### src/rtl/fetch_pc_gen_pkg.sv
// rtl/fetch_pc_gen_pkg.sv - shared types and default sizes for the fetch PC generator and BTB
//
// Purpose: XLEN, default BTB geometry and the BTB entry layout, shared with the
//          execute stage so it can size its branch-resolution update fields.
// Ports:   none (package).
package fetch_pc_gen_pkg;

  localparam int XLEN              = 32;
  localparam int BTB_INDEX_LEN_DEF = 6;
  localparam int BTB_TAG_LEN_DEF   = 10;

  typedef struct packed {
    logic                       valid;
    logic [BTB_TAG_LEN_DEF-1:0] tag;
    logic [XLEN-1:0]            target;
    logic                       uncond;
  } btb_entry_t;

endpackage

### src/rtl/btb_table.sv
// rtl/btb_table.sv - direct-mapped BTB storage, one combinational read and one synchronous write port
//
// Purpose: holds 2^INDEX_LEN entries of {valid, tag, target, uncond}.
//          Only valid bits are reset; tag/target/uncond are don't-care until written.
// Ports:
//   clock, reset      : clock and synchronous active-high reset (clears all valid bits)
//   rd_index          : lookup index
//   rd_valid/rd_tag/rd_target/rd_uncond : combinational contents at rd_index (old data
//                       during a same-cycle write, no bypass)
//   wr_en, wr_index, wr_tag, wr_target, wr_uncond : write port, takes effect on the edge
module btb_table
  import fetch_pc_gen_pkg::*;
#(
  parameter int INDEX_LEN = BTB_INDEX_LEN_DEF,
  parameter int TAG_LEN   = BTB_TAG_LEN_DEF
) (
  input  logic                 clock,
  input  logic                 reset,
  input  logic [INDEX_LEN-1:0] rd_index,
  output logic                 rd_valid,
  output logic [TAG_LEN-1:0]   rd_tag,
  output logic [XLEN-1:0]      rd_target,
  output logic                 rd_uncond,
  input  logic                 wr_en,
  input  logic [INDEX_LEN-1:0] wr_index,
  input  logic [TAG_LEN-1:0]   wr_tag,
  input  logic [XLEN-1:0]      wr_target,
  input  logic                 wr_uncond
);

  localparam int DEPTH = 1 << INDEX_LEN;

  logic [DEPTH-1:0] valid_q;
  logic [TAG_LEN-1:0] tag_mem    [DEPTH];
  logic [XLEN-1:0]    target_mem [DEPTH];
  logic               uncond_mem [DEPTH];

  // Reset wins over a write in the same cycle, so a write during reset is dropped.
  always_ff @(posedge clock) begin
    if (reset) begin
      valid_q <= '0;
    end else if (wr_en) begin
      valid_q[wr_index] <= 1'b1;
    end
  end

  // Payload fields need no reset: an entry is only consulted once its valid bit is set.
  always_ff @(posedge clock) begin
    if (wr_en) begin
      tag_mem[wr_index]    <= wr_tag;
      target_mem[wr_index] <= wr_target;
      uncond_mem[wr_index] <= wr_uncond;
    end
  end

  assign rd_valid  = valid_q[rd_index];
  assign rd_tag    = tag_mem[rd_index];
  assign rd_target = target_mem[rd_index];
  assign rd_uncond = uncond_mem[rd_index];

endmodule

### src/rtl/fetch_pc_gen.sv
// rtl/fetch_pc_gen.sv - fetch PC register, BTB lookup/training and next-PC selection
//
// Purpose: holds the fetch PC, looks it up in a direct-mapped BTB, combines the hit with
//          the direction predictor's taken bit to form next_PC, and applies redirects.
// Ports:
//   clock, reset    : clock and synchronous active-high reset
//   fetch_stall     : hold PC (a redirect still overrides)
//   predict_taken   : direction predictor taken bit for the current PC
//   redirect_valid, redirect_PC : execute-stage redirect, loaded on the next edge
//   result_valid, result_PC, result_target, result_taken, result_uncond : BTB training
//   PC              : current fetch PC
//   next_PC         : PC fetched next cycle absent stall/redirect
//   pred_taken      : fetch predicted to leave sequential flow
//   btb_hit         : valid BTB entry with matching tag for PC
module fetch_pc_gen
  import fetch_pc_gen_pkg::*;
#(
  parameter int              BTB_INDEX_LEN = BTB_INDEX_LEN_DEF,
  parameter int              BTB_TAG_LEN   = BTB_TAG_LEN_DEF,
  parameter logic [XLEN-1:0] RESET_PC      = '0
) (
  input  logic            clock,
  input  logic            reset,
  input  logic            fetch_stall,
  input  logic            predict_taken,
  input  logic            redirect_valid,
  input  logic [XLEN-1:0] redirect_PC,
  input  logic            result_valid,
  input  logic [XLEN-1:0] result_PC,
  input  logic [XLEN-1:0] result_target,
  input  logic            result_taken,
  input  logic            result_uncond,
  output logic [XLEN-1:0] PC,
  output logic [XLEN-1:0] next_PC,
  output logic            pred_taken,
  output logic            btb_hit
);

  localparam int TAG_LO = BTB_INDEX_LEN + 2;
  localparam int TAG_HI = BTB_INDEX_LEN + BTB_TAG_LEN + 1;

  logic [XLEN-1:0]          pc_q;
  logic [BTB_INDEX_LEN-1:0] lookup_index;
  logic [BTB_TAG_LEN-1:0]   lookup_tag;
  logic                     entry_valid;
  logic [BTB_TAG_LEN-1:0]   entry_tag;
  logic [XLEN-1:0]          entry_target;
  logic                     entry_uncond;
  logic                     train_en;

  assign PC           = pc_q;
  assign lookup_index = pc_q[BTB_INDEX_LEN+1:2];
  assign lookup_tag   = pc_q[TAG_HI:TAG_LO];

  // Only taken or unconditional outcomes allocate; not-taken bias is the predictor's job.
  assign train_en = result_valid && (result_taken || result_uncond);

  btb_table #(
    .INDEX_LEN (BTB_INDEX_LEN),
    .TAG_LEN   (BTB_TAG_LEN)
  ) u_btb (
    .clock     (clock),
    .reset     (reset),
    .rd_index  (lookup_index),
    .rd_valid  (entry_valid),
    .rd_tag    (entry_tag),
    .rd_target (entry_target),
    .rd_uncond (entry_uncond),
    .wr_en     (train_en),
    .wr_index  (result_PC[BTB_INDEX_LEN+1:2]),
    .wr_tag    (result_PC[TAG_HI:TAG_LO]),
    .wr_target (result_target),
    .wr_uncond (result_uncond)
  );

  assign btb_hit    = entry_valid && (entry_tag == lookup_tag);
  assign pred_taken = btb_hit && (entry_uncond || predict_taken);
  // Sequential add wraps modulo 2^XLEN.
  assign next_PC    = pred_taken ? entry_target : pc_q + XLEN'(4);

  always_ff @(posedge clock) begin
    if (reset) begin
      pc_q <= RESET_PC;
    end else if (redirect_valid) begin
      pc_q <= redirect_PC;
    end else if (!fetch_stall) begin
      pc_q <= next_PC;
    end
  end

  // Word-offset and above-tag address bits do not participate in BTB lookup.
  logic unused_pc_bits;
  assign unused_pc_bits = ^{pc_q[1:0], pc_q[XLEN-1:TAG_HI+1],
                            result_PC[1:0], result_PC[XLEN-1:TAG_HI+1]};

endmodule

### config.mk
export PLATFORM = sky130hd
export DESIGN_NAME = fetch_pc_gen
export DESIGN_NICKNAME = d
export VERILOG_FILES = /design/src/rtl/fetch_pc_gen_pkg.sv /design/src/rtl/btb_table.sv /design/src/rtl/fetch_pc_gen.sv
export SDC_FILE = /design/constraint.sdc
export NUM_CORES = 2
export LEC_CHECK = 0
export BUFFER_PORTS_ARGS = -buffer_cell sky130_fd_sc_hd__buf_2
export CELL_PAD_IN_SITES_DETAIL_PLACEMENT = 0
export CELL_PAD_IN_SITES_GLOBAL_PLACEMENT = 2
export CORE_UTILIZATION = 51
export CTS_CLUSTER_DIAMETER = 120
export DETAILED_ROUTE_END_ITERATION = 8
export HOLD_SLACK_MARGIN = 0.12
export PLACE_DENSITY = 0.88
export SETUP_SLACK_MARGIN = 0.15
export SYNTH_ARGS = -nofsm -noshare
export SYNTH_HDL_FRONTEND = slang
export SYNTH_SLANG_ARGS = --single-unit
### constraint.sdc
create_clock -name clock -period 5.5 [get_ports clock]
set_input_delay 1.1 -clock clock [delete_from_list [all_inputs] [get_ports clock]]
set_output_delay 1.1 -clock clock [all_outputs]
set_load 0.05 [all_outputs]
Yosys cells after proc, flatten, opt, wreduce, memory -nomap -nowiden. Memories as Yosys holds them, arrays and structs flattened. A register that Yosys moved wholly into a read port is not among the register bits. Index checks and enable logic that the tools add are counted. Widths: inputs -> output; s select.

Register bits after elaboration: 96. Memory bits (writable): 2752. Input port bits: 104. Output and inout bits: 66. Logic and storage cells: 33. Memories: 3.

Memory list: u_btb.target_mem (words 64, bits a word 32, rd ports 1, clocked after Yosys merged registers in 1, write ports 1, line btb_table.sv:35) `logic [XLEN-1:0] target_mem [DEPTH];`; u_btb.tag_mem (words 64, bits a word 10, rd ports 1, clocked after Yosys merged registers in 1, write ports 1, line btb_table.sv:34) `logic [TAG_LEN-1:0] tag_mem [DEPTH];`; u_btb.uncond_mem (words 64, bits a word 1, rd ports 1, clocked after Yosys merged registers in 1, write ports 1, line btb_table.sv:36) `logic uncond_mem [DEPTH];`.

Add/sub/neg operators: 1. $lt $le $gt $ge: 3. Eq/ne operators: 2. Multiplexer cells: 15. Bitwise logic cells: 1. Reductions and logical operators: 6.

Operator list (count): $mux 32 (3); $or 64x64->64 (1); $mux 6 (6); $add 32x3->32 const B (1); $lt 6x7->1 const B (2); $eq 10x10->1 (1); $bmux 1 s6 (1); $demux 1 s6 (1); $ge 6x1->1 const B (1); $logic_and 1x1->1 (4); $mux 1 (4); $logic_or 1x1->1 (2); $ne 2x1->1 const B (1).

Longest topological paths before layout.
Word-level depth: 9. Mapped depth: 17. Mapped depth without buffers: 10.

Cells and area by module. A second synthesis with hierarchy kept.

Cell total of the unflattened synthesis: 5113. Area total of the unflattened synthesis: 109776.5 sq um.

By module, submodules not included: btb_table (instances 1, cells an instance 4654, area each 106601.0 sq um, sequential area each 83920.5 sq um); fetch_pc_gen (instances 1, cells an instance 459, area each 3175.5 sq um, sequential area each 640.6 sq um).

Worst setup path before layout. No wires, ideal clock.

Path type: reg-to-output. Start: register with a tool-made name. End: output port pred_taken. Arrival: 4271 ps. Data required time: 4400 ps. Path slack: 129 ps. Stages on the path, launching flop included: 13. Buffers on the path: 4. Path through: dfxtp_1 > buf_6 > buf_6 > buf_2 > buf_2 > mux4_2 > mux2_2 > nand2_1 > o311ai_1 > nand4_1 > xor2_1 > nand4b_1 > nor4_1.

RTL lines: to (decl) (line fetch_pc_gen.sv:35) `output logic pred_taken,`.

==> reports/results.ini <==
[sta]
fin_setup_tns_ns=-22.48
maxSlewHeadroom_pct=22.8
drv_slew=0
max_slew.worst_pin.slew_ns=1.16
rsz0062_at_grt=yes
final-setup-viol-count=34
skew_ns=0.0791
setup_slack_ns=-0.770
clock.fmax_mhz=159
period_share_pct=114
post-route-min-period_ns=6.27
finalHoldViolations=0

[grt]
antenna_found_initial=21
grt_start_max_net_pins=113
grt_pass1_wl_mm=432
overflow=0
grt_pass1_vias=56000
grtUsageTotal_pct=28.9

[cts]
cts.sinks=2854
hold_buffers=0
cts_tree=yes
cts_root_buf=clkbuf_16
clk_pin_slew_ns=0.06
clk_path_buf_depth=4
cts_made_buffers=299
cts_max_level=5
clk_latency_ns=0.95

[synthesis]
ys_seq_area_share_pct=77.2
synth_seq_cells=2854
synthFlopType=edfxtp_1
synth_top_family_by_area=multiplexers
synth_compound_gate_area_share_pct=1.34
synth-simple-area-share_pct=1.87
synthesis.nets=4866
synth.most_common_cell=edfxtp_1
synth.area.mux_share_pct=18.2
synth.distinct_cells=74
synth_xor_area_share_pct=0.295
synth_top_cell_by_area=edfxtp_1
yosys_warnings=0
synth_cells=4761
synth_commonest_cells=edfxtp_1, mux4_2, nor2_1, nand2_1, clkbuf_1
synth_top_area_share_pct=75.3
synth_edf_count=2752
syn_avg_cell_area_sq_um=23.0
synth_area_sq_um=110000
synth_fa_ha_area_share_pct=0.0114
synth_area_leaders=edfxtp_1, mux4_2, dfxtp_1
async_flop_share_pct=0

[place]
io_buffers=153
placed_cells=7763
placed_area_sq_um=116000
place_congestion=0.829
hpwlAfterDp_mm=165

[floorplanning]
die-area_sq_um=217000
fp-row-count=169
die_w_um=466
coreArea_sq_um=213000
io_pins=170
start_util_pct=51.5
dieHeight_um=466

[pwr]
swShare_pct=21.6
p_switching_mw=10.0
p_int_mw=36.4
clockPowerShare_pct=41.2
p_comb_share_pct=7.0
power_density_nw_per_um2=365
ir_drop_v=0.000346
power_frac_seq_pct=51.9
p_leak_nw=39.8

[worst_setup_path]
cp-end-kind=primary output
arrival_ns=5.17
cp.required_ns=4.40
r2r_end=PC[21]$_SDFFE_PP0N_
endpoint=next_PC[16]
reg2reg_slack_ns=1.01
worst-r2r-cell-count=18
worstSetupStartpointType=register
path_class=reg -> out
crit_path_max_fanout=6

[hold_path]
min_path_cells=3
hp-class=in -> reg

[run]
cap_violations=0

[cells_and_area]
fin_area_sq_um=127000
ff_latch_area_sq_um=84700
multi_input_area_sq_um=24700
fill_cells=14300
final_net_count=5429
final_cells=8357
drive_gt1_share_pct=34.6
area_delta_synth_final_pct=15.6

[detailed_routing]
via_count=56400
routedWlPerCell_um=37.5
drt_iter0_drc=8411
routed_wl_mm=314
viasPerCell=6.74
detail_route.drc_violations=0
first_pass_iters=6
postRouteAntennaNets=0

[run_status]
violations=setup timing
status=finished with violations

-- how the worst min path moves through the flow --
stage,from,to,slack (ns)
after floorplan,u_btb.valid_q[10]$_SDFFE_PP0P_,u_btb.valid_q[10]$_SDFFE_PP0P_,0.43
after global placement,u_btb.valid_q[30]$_SDFFE_PP0P_,u_btb.valid_q[30]$_SDFFE_PP0P_,0.44
after detailed placement,u_btb.valid_q[42]$_SDFFE_PP0P_,u_btb.valid_q[42]$_SDFFE_PP0P_,0.45
after CTS,redirect_PC[0],PC[0]$_SDFFE_PP0N_,0.40
after global routing,redirect_PC[0],PC[0]$_SDFFE_PP0N_,0.44
final,redirect_PC[0],PC[0]$_SDFFE_PP0N_,0.45
-- logic make-up (layout without fill, tap and decap cells) --
kind of cell / count (synthesis) / count (layout)
flops: 2854 / 2854
mux: 940 / 940
simple gates: 461 / 461
buf+inv: 272 / 1038
compound gates: 196 / 196
xor+xnor: 37 / 37
fa+ha+maj: 1 / 1
other cells: 0 / 9
-- placed cells by master (no fill, tap or decap), drive strengths merged, types with 19 or more instances in the layout --
cell | Yosys | final
dfxtp | 102 | 102
a21o | 26 | 26
nor2 | 204 | 204
edfxtp | 2752 | 2752
mux4 | 837 | 837
nand3 | 41 | 41
xnor2 | 23 | 23
nand2 | 126 | 126
a21oi | 30 | 30
inv | 15 | 19
clkinv | 2 | 114
a22o | 28 | 28
mux2 | 37 | 37
mux2i | 66 | 66
clkbuf | 124 | 366
buf | 131 | 515
-- through the flow --
stage | utilization, % | setup WS [ns] | hold slack, ns | power [mW]
floorplan | - | 0.144 | 0.435 | 26.3
global placement | 54.5 | 0.172 | 0.444 | 27.4
detailed placement | 54.5 | 0.143 | 0.455 | 27.5
CTS | 59.3 | -0.550 | 0.399 | 46.4
global route | 59.6 | -0.786 | 0.442 | 47.4
finish | 59.6 | -0.770 | 0.450 | 46.4
-- registers in the layout, indices dropped and copies added (netlist names), named ones only --
register and count:
u_btb.uncond_mem 64, u_btb.valid_q 64, u_btb.target_mem 2048, PC 32
u_btb.tag_mem 640
-- layer usage --
metal,wire [um],track usage [%],vias up,share of wire (%)
li1,-,-,21400,-
met1,109000,38.1,29800,35
met2,150000,45.3,4341,48
met3,33800,5.49,860,11
met4,21300,16.8,4,6.8
met5,27,0,-,0.0086
-- power groups by stage --
stage          logic, mW  clock network (mW)  registers (mW)
2_1_floorplan       1.76                   0            24.5
3_3_place_gp        2.92                   0            24.5
3_5_place_dp        2.97                   0            24.5
4_1_cts             3.14                19.2            24.0
5_1_grt             3.36                20.0            24.0
6_report            3.23                19.1            24.0
-- layout make-up --
| type | count | area share (%) |
|---|---|---|
| clock inverter | 139 | 0.879 |
| antenna | 9 | 0.0177 |
| multi-input combinational | 1635 | 19.5 |
| sequential | 2854 | 66.8 |
| inverter | 17 | 0.0582 |
| timing repair buffer | 517 | 3.83 |
| clock buffer | 365 | 6.22 |
| tap | 2821 | 2.78 |
-- critical path, stage by stage, from the launching register on --
cell       delay, ns
dfxtp_4         0.43
buf_6           0.16
buf_12          0.11
clkbuf_16       0.16
buf_4           0.13
mux4_2          0.52
and2_1          0.19
a211oi_1        0.30
o21ai_1         0.18
o311ai_4        0.18
xnor2_1         0.16
nand4b_1        0.29
nor4_4          0.31
buf_6           0.20
buf_12          0.20
buf_4           0.17
mux2_2          0.37
buf_6           0.16
-- timing repair --
action	CTS	global route
setup endpoints to repair	34	34
pin swaps	5	12
cloned	5	1
gates resized for setup	106	70
setup buffers	42	33
Power figures use the tool's default switching activity.
